<file path="config.mk">
export PLATFORM = sky130hd
export DESIGN_NAME = thread_pool_dispatcher
export DESIGN_NICKNAME = d
export VERILOG_FILES = /design/src/rtl/thread_pool_dispatcher.sv
export SDC_FILE = /design/constraint.sdc
export NUM_CORES = 1
export LEC_CHECK = 0
export BUFFER_PORTS_ARGS = -buffer_cell sky130_fd_sc_hd__buf_4
export CELL_PAD_IN_SITES_DETAIL_PLACEMENT = 1
export CELL_PAD_IN_SITES_GLOBAL_PLACEMENT = 1
export CORE_AREA = 2 2 227 184
export DETAILED_ROUTE_END_ITERATION = 10
export DIE_AREA = 0 0 229 186
export GPL_TIMING_DRIVEN = 0
export HOLD_SLACK_MARGIN = 0.03
export PLACE_DENSITY = 0.77
export SLEW_MARGIN = 5
export SYNTH_ARGS = -nofsm -noshare
export SYNTH_HDL_FRONTEND = slang
export SYNTH_SLANG_ARGS = --single-unit
</file>
<file path="constraint.sdc">
create_clock -name clk -period 11.8 [get_ports clk]
set_input_delay 1.18 -clock clk [delete_from_list [all_inputs] [get_ports clk]]
set_output_delay 1.18 -clock clk [all_outputs]
set_load 0.01 [all_outputs]
</file>
<file path="src/rtl/thread_pool_dispatcher.sv">
// Job dispatcher: buffers jobs in a FIFO, issues them round-robin to idle worker
// threads, and returns tagged results on a single valid/ready stream.
module thread_pool_dispatcher #(
  parameter int NUM_THREADS = 4,
  parameter int JOB_W       = 32,
  parameter int RES_W       = 32,
  parameter int FIFO_DEPTH  = 8,
  parameter int TID_W       = $clog2(NUM_THREADS)
) (
  input  logic                           clk,
  input  logic                           rst_n,
  input  logic                           job_valid,
  output logic                           job_ready,
  input  logic [JOB_W-1:0]               job_data,
  output logic [NUM_THREADS-1:0]         thr_start,
  output logic [JOB_W-1:0]               thr_job,
  input  logic [NUM_THREADS-1:0]         thr_done,
  input  logic [NUM_THREADS*RES_W-1:0]   thr_result,
  output logic                           res_valid,
  input  logic                           res_ready,
  output logic [RES_W-1:0]               res_data,
  output logic [TID_W-1:0]               res_tid,
  output logic [$clog2(FIFO_DEPTH):0]    fifo_count,
  output logic                           err_done_unexp
);

  localparam int PTR_W = $clog2(FIFO_DEPTH);
  localparam int CNT_W = PTR_W + 1;

  typedef enum logic [1:0] {
    ST_IDLE = 2'd0,
    ST_RUN  = 2'd1,
    ST_HOLD = 2'd2
  } thr_state_e;

  // Thread index arithmetic that wraps at NUM_THREADS (not necessarily a power of two).
  function automatic logic [TID_W-1:0] wrap_add(input logic [TID_W-1:0] base, input int k);
    int sum;
    sum = int'(base) + k;
    if (sum >= NUM_THREADS) sum = sum - NUM_THREADS;
    return TID_W'(sum);
  endfunction

  // Returns {found, index} of the first set mask bit at or after ptr, wrapping.
  function automatic logic [TID_W:0] rr_pick(input logic [NUM_THREADS-1:0] mask,
                                             input logic [TID_W-1:0] ptr);
    logic [TID_W:0]   res;
    logic [TID_W-1:0] cand;
    res = '0;
    for (int k = 0; k < NUM_THREADS; k++) begin
      cand = wrap_add(ptr, k);
      if (!res[TID_W] && mask[cand]) res = {1'b1, cand};
    end
    return res;
  endfunction

  // ---------------------------------------------------------------- job FIFO
  logic [JOB_W-1:0] fifo_mem [FIFO_DEPTH];
  logic [PTR_W-1:0] wr_ptr_reg;
  logic [PTR_W-1:0] rd_ptr_reg;
  logic [CNT_W-1:0] count_reg;
  logic             push;
  logic             pop;

  assign job_ready  = (count_reg != CNT_W'(FIFO_DEPTH));
  assign push       = job_valid && job_ready;
  assign fifo_count = count_reg;

  always_ff @(posedge clk) begin
    if (push) fifo_mem[wr_ptr_reg] <= job_data;
  end

  always_ff @(posedge clk or negedge rst_n) begin
    if (!rst_n) begin
      wr_ptr_reg <= '0;
      rd_ptr_reg <= '0;
      count_reg  <= '0;
    end else begin
      if (push) wr_ptr_reg <= wr_ptr_reg + 1'b1;
      if (pop)  rd_ptr_reg <= rd_ptr_reg + 1'b1;
      case ({push, pop})
        2'b10:   count_reg <= count_reg + 1'b1;
        2'b01:   count_reg <= count_reg - 1'b1;
        default: count_reg <= count_reg;
      endcase
    end
  end

  // ---------------------------------------------------------- thread states
  logic [NUM_THREADS-1:0] idle_mask;
  logic [NUM_THREADS-1:0] run_mask;
  logic [NUM_THREADS-1:0] hold_mask;
  logic [RES_W-1:0]       result_arr [NUM_THREADS];
  logic                   dispatch_en;
  logic [TID_W-1:0]       disp_idx;
  logic                   accept;
  logic [TID_W-1:0]       res_tid_reg;

  for (genvar gi = 0; gi < NUM_THREADS; gi++) begin : g_thr
    thr_state_e state_reg;
    thr_state_e state_next;

    always_ff @(posedge clk or negedge rst_n) begin
      if (!rst_n) state_reg <= ST_IDLE;
      else        state_reg <= state_next;
    end

    always_comb begin
      state_next = state_reg;
      unique case (state_reg)
        ST_IDLE: if (dispatch_en && disp_idx == TID_W'(gi)) state_next = ST_RUN;
        ST_RUN:  if (thr_done[gi]) state_next = ST_HOLD;
        ST_HOLD: if (accept && res_tid_reg == TID_W'(gi)) state_next = ST_IDLE;
        default: state_next = ST_IDLE;
      endcase
    end

    assign idle_mask[gi]  = (state_reg == ST_IDLE);
    assign run_mask[gi]   = (state_reg == ST_RUN);
    assign hold_mask[gi]  = (state_reg == ST_HOLD);
    assign result_arr[gi] = thr_result[gi*RES_W +: RES_W];
  end

  // ---------------------------------------------------------------- dispatch
  logic [TID_W-1:0]       disp_ptr_reg;
  logic [NUM_THREADS-1:0] thr_start_reg;
  logic [JOB_W-1:0]       thr_job_reg;
  logic                   disp_found;

  always_comb begin
    {disp_found, disp_idx} = rr_pick(idle_mask, disp_ptr_reg);
  end

  // A job pushed into an empty FIFO is not bypassed; it dispatches next cycle.
  assign dispatch_en = disp_found && (count_reg != '0);
  assign pop         = dispatch_en;

  always_ff @(posedge clk or negedge rst_n) begin
    if (!rst_n) begin
      thr_start_reg <= '0;
      thr_job_reg   <= '0;
      disp_ptr_reg  <= '0;
    end else begin
      thr_start_reg <= '0;
      if (dispatch_en) begin
        thr_start_reg[disp_idx] <= 1'b1;
        thr_job_reg             <= fifo_mem[rd_ptr_reg];
        disp_ptr_reg            <= wrap_add(disp_idx, 1);
      end
    end
  end

  assign thr_start = thr_start_reg;
  assign thr_job   = thr_job_reg;

  // --------------------------------------------------------- result capture
  logic [NUM_THREADS-1:0] done_ok;
  logic [RES_W-1:0]       slot_mem [NUM_THREADS];
  logic                   err_reg;

  assign done_ok = thr_done & run_mask;

  always_ff @(posedge clk) begin
    for (int i = 0; i < NUM_THREADS; i++) begin
      if (done_ok[i]) slot_mem[i] <= result_arr[i];
    end
  end

  always_ff @(posedge clk or negedge rst_n) begin
    if (!rst_n) err_reg <= 1'b0;
    else if (|(thr_done & ~run_mask)) err_reg <= 1'b1;
  end

  assign err_done_unexp = err_reg;

  // ----------------------------------------------------------- result output
  logic                   res_valid_reg;
  logic [RES_W-1:0]       res_data_reg;
  logic [TID_W-1:0]       out_ptr_reg;
  logic [NUM_THREADS-1:0] presented;
  logic [NUM_THREADS-1:0] out_cand;
  logic                   out_found;
  logic [TID_W-1:0]       out_idx;
  logic [RES_W-1:0]       out_data;
  logic                   load_en;

  always_comb begin
    presented = '0;
    if (res_valid_reg) presented[res_tid_reg] = 1'b1;
  end

  // Fresh completions compete directly so a done pulse shows up one cycle later.
  assign out_cand = (hold_mask & ~presented) | done_ok;
  assign load_en  = !res_valid_reg || res_ready;
  assign accept   = res_valid_reg && res_ready;

  always_comb begin
    {out_found, out_idx} = rr_pick(out_cand, out_ptr_reg);
    out_data = hold_mask[out_idx] ? slot_mem[out_idx] : result_arr[out_idx];
  end

  always_ff @(posedge clk or negedge rst_n) begin
    if (!rst_n) begin
      res_valid_reg <= 1'b0;
      res_data_reg  <= '0;
      res_tid_reg   <= '0;
      out_ptr_reg   <= '0;
    end else if (load_en) begin
      res_valid_reg <= out_found;
      if (out_found) begin
        res_data_reg <= out_data;
        res_tid_reg  <= out_idx;
        out_ptr_reg  <= wrap_add(out_idx, 1);
      end
    end
  end

  assign res_valid = res_valid_reg;
  assign res_data  = res_data_reg;
  assign res_tid   = res_tid_reg;

endmodule

</file>
==> results.txt <==
The run finished with clean final reports. Counting flops per register, the top entry is fifo_mem. The post-route netlist has 25.23% of its cells at a drive strength greater than 1. The run gives 0.04259 sq mm as the die area. The final-report max-slew violation count was 0; the multiplexer share of the synthesized area was 9.297%. The maximum number of pins on one net before global-route repair came out at 53. Summed over all cells, the static leakage comes to 8.953 nW. The run gives 0 as the number of buffers inserted for hold repair after clock tree synthesis. The run gives 0 as the remaining global-route overflow. In the final layout, the registers with the most flip-flops are fifo_mem: 256 flops, slot_mem: 128 flops.

Counting the fill cells in the layout gives 3859. The final net count was 1841. The max-cap check violation count was 0; the data arrival at the endpoint of the critical path was 4630 ps.

The die boundary width is 229 microns, and the via count of the first global-routing pass is 14834. The internal power of the cells totals 4.317 mW. The clock slew seen by the registers of the worst setup and hold paths works out to 60 ps. The proportion of register bits with asynchronous set or reset after synthesis is 19.67%. The H-tree generated during clock tree synthesis spans 2 levels. The number of hold violations in the final report is 0, and the instance count of the mapped netlist is 1352. The iteration-0 DRC count of the detailed router is 1464, and the number of buffers added on ports is 244. Yosys attributes the largest share of cell area to edfxtp_1 (58%), dfrtp_1 (12%), mux4_2 (7.5%).

Cells fill 60.58% of the core in the end. The synthesized netlist devotes 10.66% of its cell area to compound gates. The tools report the synthesis warning total as 0.

Summing all placed instances gives a cell area of 0.02279 sq mm. The power per cell area is 295.8 mW/mm^2. The logs give 245 for the count of boundary I/O pins and 478 for the total clock sinks. The post-route cell area is 0.02441 sq mm, and the via density per instance is 6.149. After routing, the total negative slack on setup checks comes to 0 ps.

Of all nets on the critical path, the largest fanout is 18. The commonest cells after synthesis are edfxtp_1 (384), nand2_1 (182), a31oi_1 (97). Routability-driven placement finished with a final weighted congestion of 0.8330. For this run, design rule violations remaining after detail routing come to 0. The cell area after synthesis was 0.01990 sq mm. Clock tree root buffer cell: clkbuf_16.

The startpoint type of the worst setup path was an input port. The setup fix buffers added after clock tree synthesis was 0. Derived from the worst setup path, the maximum achievable clock frequency is 237.5 MHz. After synthesis the netlist holds a flip-flop and latch count of 478. The die is 186 microns tall.

The tools report the row count as 66. For this block, the via count after detailed routing is 13859. After floorplanning, the core was sized to cover 0.04030 sq mm.

The multi-input combinational cells in the finished layout cover a total of 0.005409 sq mm. The number of gates resized after CTS was 0. The detailed placement HPWL is 41790 microns. Adder and majority cell fraction of the synthesized area: 0.5658%. Net switching is 40.23% of the power.

The top cell type by area accounts for 57.93% of the synthesized area. The largest family of logic cells by synthesized area was compound AO/OA/AOI/OAI gates. Summing all flip-flop and latch instances after layout gives 0.01388 sq mm. Buffers inserted during clock tree synthesis total 48. The transition time at the pin with the least slew margin was 1129 ps. The number of flops mapped to enable cells by yosys works out to 384. The worst setup path category was in -> reg. IR analysis of the VDD net gives a maximum drop of 0.1417 mV. Setup violations remaining at the end of the flow were counted as 0. The synthesized design spends more area on one cell type than any other, namely edfxtp_1. Summing the areas of all xor and xnor instances in the mapped netlist gives 0.3960% of the synthesized area. Once the floorplan was initialized, standard cells occupied 49.39% of the core. The synthesized netlist devotes 5.959% of its cell area to simple gates. For the number of buffers between clock root and the deepest sink, the log shows 3. For the overall power consumption, the log shows 7.222 mW. After detailed routing, the total wire length is 62400 microns. The fraction of the cycle the final worst path needs came out at 35.68%. At the worst endpoint, the required time is 12220 ps. Setup repair after global routing left no endpoint under its margin. The first TritonRoute pass finished after 5 iterations.

The per-cell routed wire length was 27.68 microns; the global-route total usage across every layer was 29.31%. Clock latency on the worst-skew pair: 590 ps. After layout, the minimum clock period comes to 4210 ps.

The area growth from synthesis to layout is 22.66%. Synthesized area divided by synthesized cell count: 14.72 sq um. The first global-routing pass estimated 92760 microns of wire. The register with the most flip-flops in the layout has 256 of them. The netlist uses 45 different library cells.

Per report_power, the sequential group accounts for 33.1% of the total. The detail route stage leaves a number of antenna-violating nets equal to 0. The min-delay analysis places its worst path in the category reg -> reg. When the netlist entered floorplanning its net count stood at 1529. Across the routed clock network, the largest skew measured is 28.63 ps.

The clock network accounts for 21.5% of the total power. The tools report the number of antenna violations at the first check in global routing as 6. TritonCTS built the clock tree. The run gives 2.905 mW as the switching power of the nets. Flip-flop cell with the highest count after synthesis: edfxtp_1. The run gives 69.75% as the sequential fraction of the synthesis area. Combinational logic is responsible for 45.4% of the overall power. Among all cell types in the netlist, the one instantiated most often is edfxtp_1.

Measured against its own limit, the worst slew margin works out to 24.75%. The type of element capturing the critical path was a register.
==> placed cells by master (no fill, tap or decap), drive strengths merged, types with 3 or more instances in the layout <==
| cell type | Yosys | routed |
|---|---|---|
| a211oi | 64 | 64 |
| a21oi | 14 | 14 |
| a311o | 64 | 64 |
| a31oi | 97 | 97 |
| and2 | 4 | 4 |
| and3b | 4 | 4 |
| buf | 23 | 285 |
| bufinv | 0 | 3 |
| clkbuf | 75 | 144 |
| clkinv | 1 | 18 |
| dfrtp | 94 | 94 |
| diode | 0 | 6 |
| edfxtp | 384 | 384 |
| ha | 9 | 9 |
| inv | 76 | 76 |
| mux2 | 3 | 3 |
| mux2i | 33 | 33 |
| mux4 | 66 | 66 |
| nand2 | 182 | 182 |
| nand2b | 6 | 6 |
| nand3 | 4 | 4 |
| nand3b | 4 | 4 |
| nor2 | 56 | 56 |
| nor2b | 3 | 3 |
| nor3 | 10 | 10 |
| o21ai | 47 | 47 |
| xnor2 | 5 | 5 |
| xor2 | 4 | 4 |
==> metrics by stage <==
stage	cells	hold slack, ps	worst slack, ps
after floorplan	1352	473.1	7521
after CTS	2248	492.9	7662
after global placement	2140	464.3	5054
final	2254	487.6	7590
after detailed placement	2158	473.9	7081
after global routing	2251	519.7	7456
==> logic make-up after synthesis <==
logic type      after synthesis
flops                       478
mux                         102
buf+inv                     175
xor+xnor                      9
compound gates              296
fa+ha+maj                     9
simple gates                283
==> per-layer routing <==
layer  routed length, microns  vias to the layer above  share of wire (%)  GRT usage (%)
met1                    23940                     7119                 38          37.73
met3                     5737                      147                9.2          6.756
met4                     2385                        0                3.8          11.97
li1                         -                     5841                  -              -
met2                    30330                      752                 49          48.57
met5                        0                        -                  0              0
==> final timing paths <==
kind	start	end	slack, ps	cells past startpoint
min in group asynchronous	rst_n	fifo_count[2]	560	1
max	thr_done[3]	res_data[23]	7590	10
min reg2reg	thr_job[25]	thr_job[25]	490	2
min	thr_job[25]	thr_job[25]	490	2
max reg2reg	g_thr[3].state_reg[1]	res_data[23]	7730	9
max in group asynchronous	rst_n	res_data[0]	10580	2
==> critical path, stage by stage <==
cell      delay, ps
buf_4            90
and3b_2         530
buf_12          260
a21oi_1         100
nand2_1          90
nor3_1           70
a21oi_1         880
clkbuf_1        600
clkbuf_1        630
a31oi_1         170
==> layout make-up <==
| class | instances | area share [%] |
|---|---|---|
| inverter | 77 | 1.184 |
| antenna | 6 | 0.06150 |
| clock inverter | 21 | 0.8558 |
| buffer | 98 | 1.563 |
| timing repair buffer | 262 | 8.784 |
| sequential | 478 | 56.86 |
| multi-input combinational | 699 | 22.15 |
| clock buffer | 69 | 5.745 |
| tap | 544 | 2.788 |
==> power groups by stage <==
stage	clock (mW)	combinational [mW]	sequential [mW]
6_report	1.55	3.28	2.39
5_1_grt	1.63	3.52	2.42
4_1_cts	1.57	3.26	2.39
3_5_place_dp	0	3.22	2.41
3_3_place_gp	0	3.04	2.41
2_1_floorplan	0	1.90	2.42
Note: power is estimated with default switching activity, not from simulation.
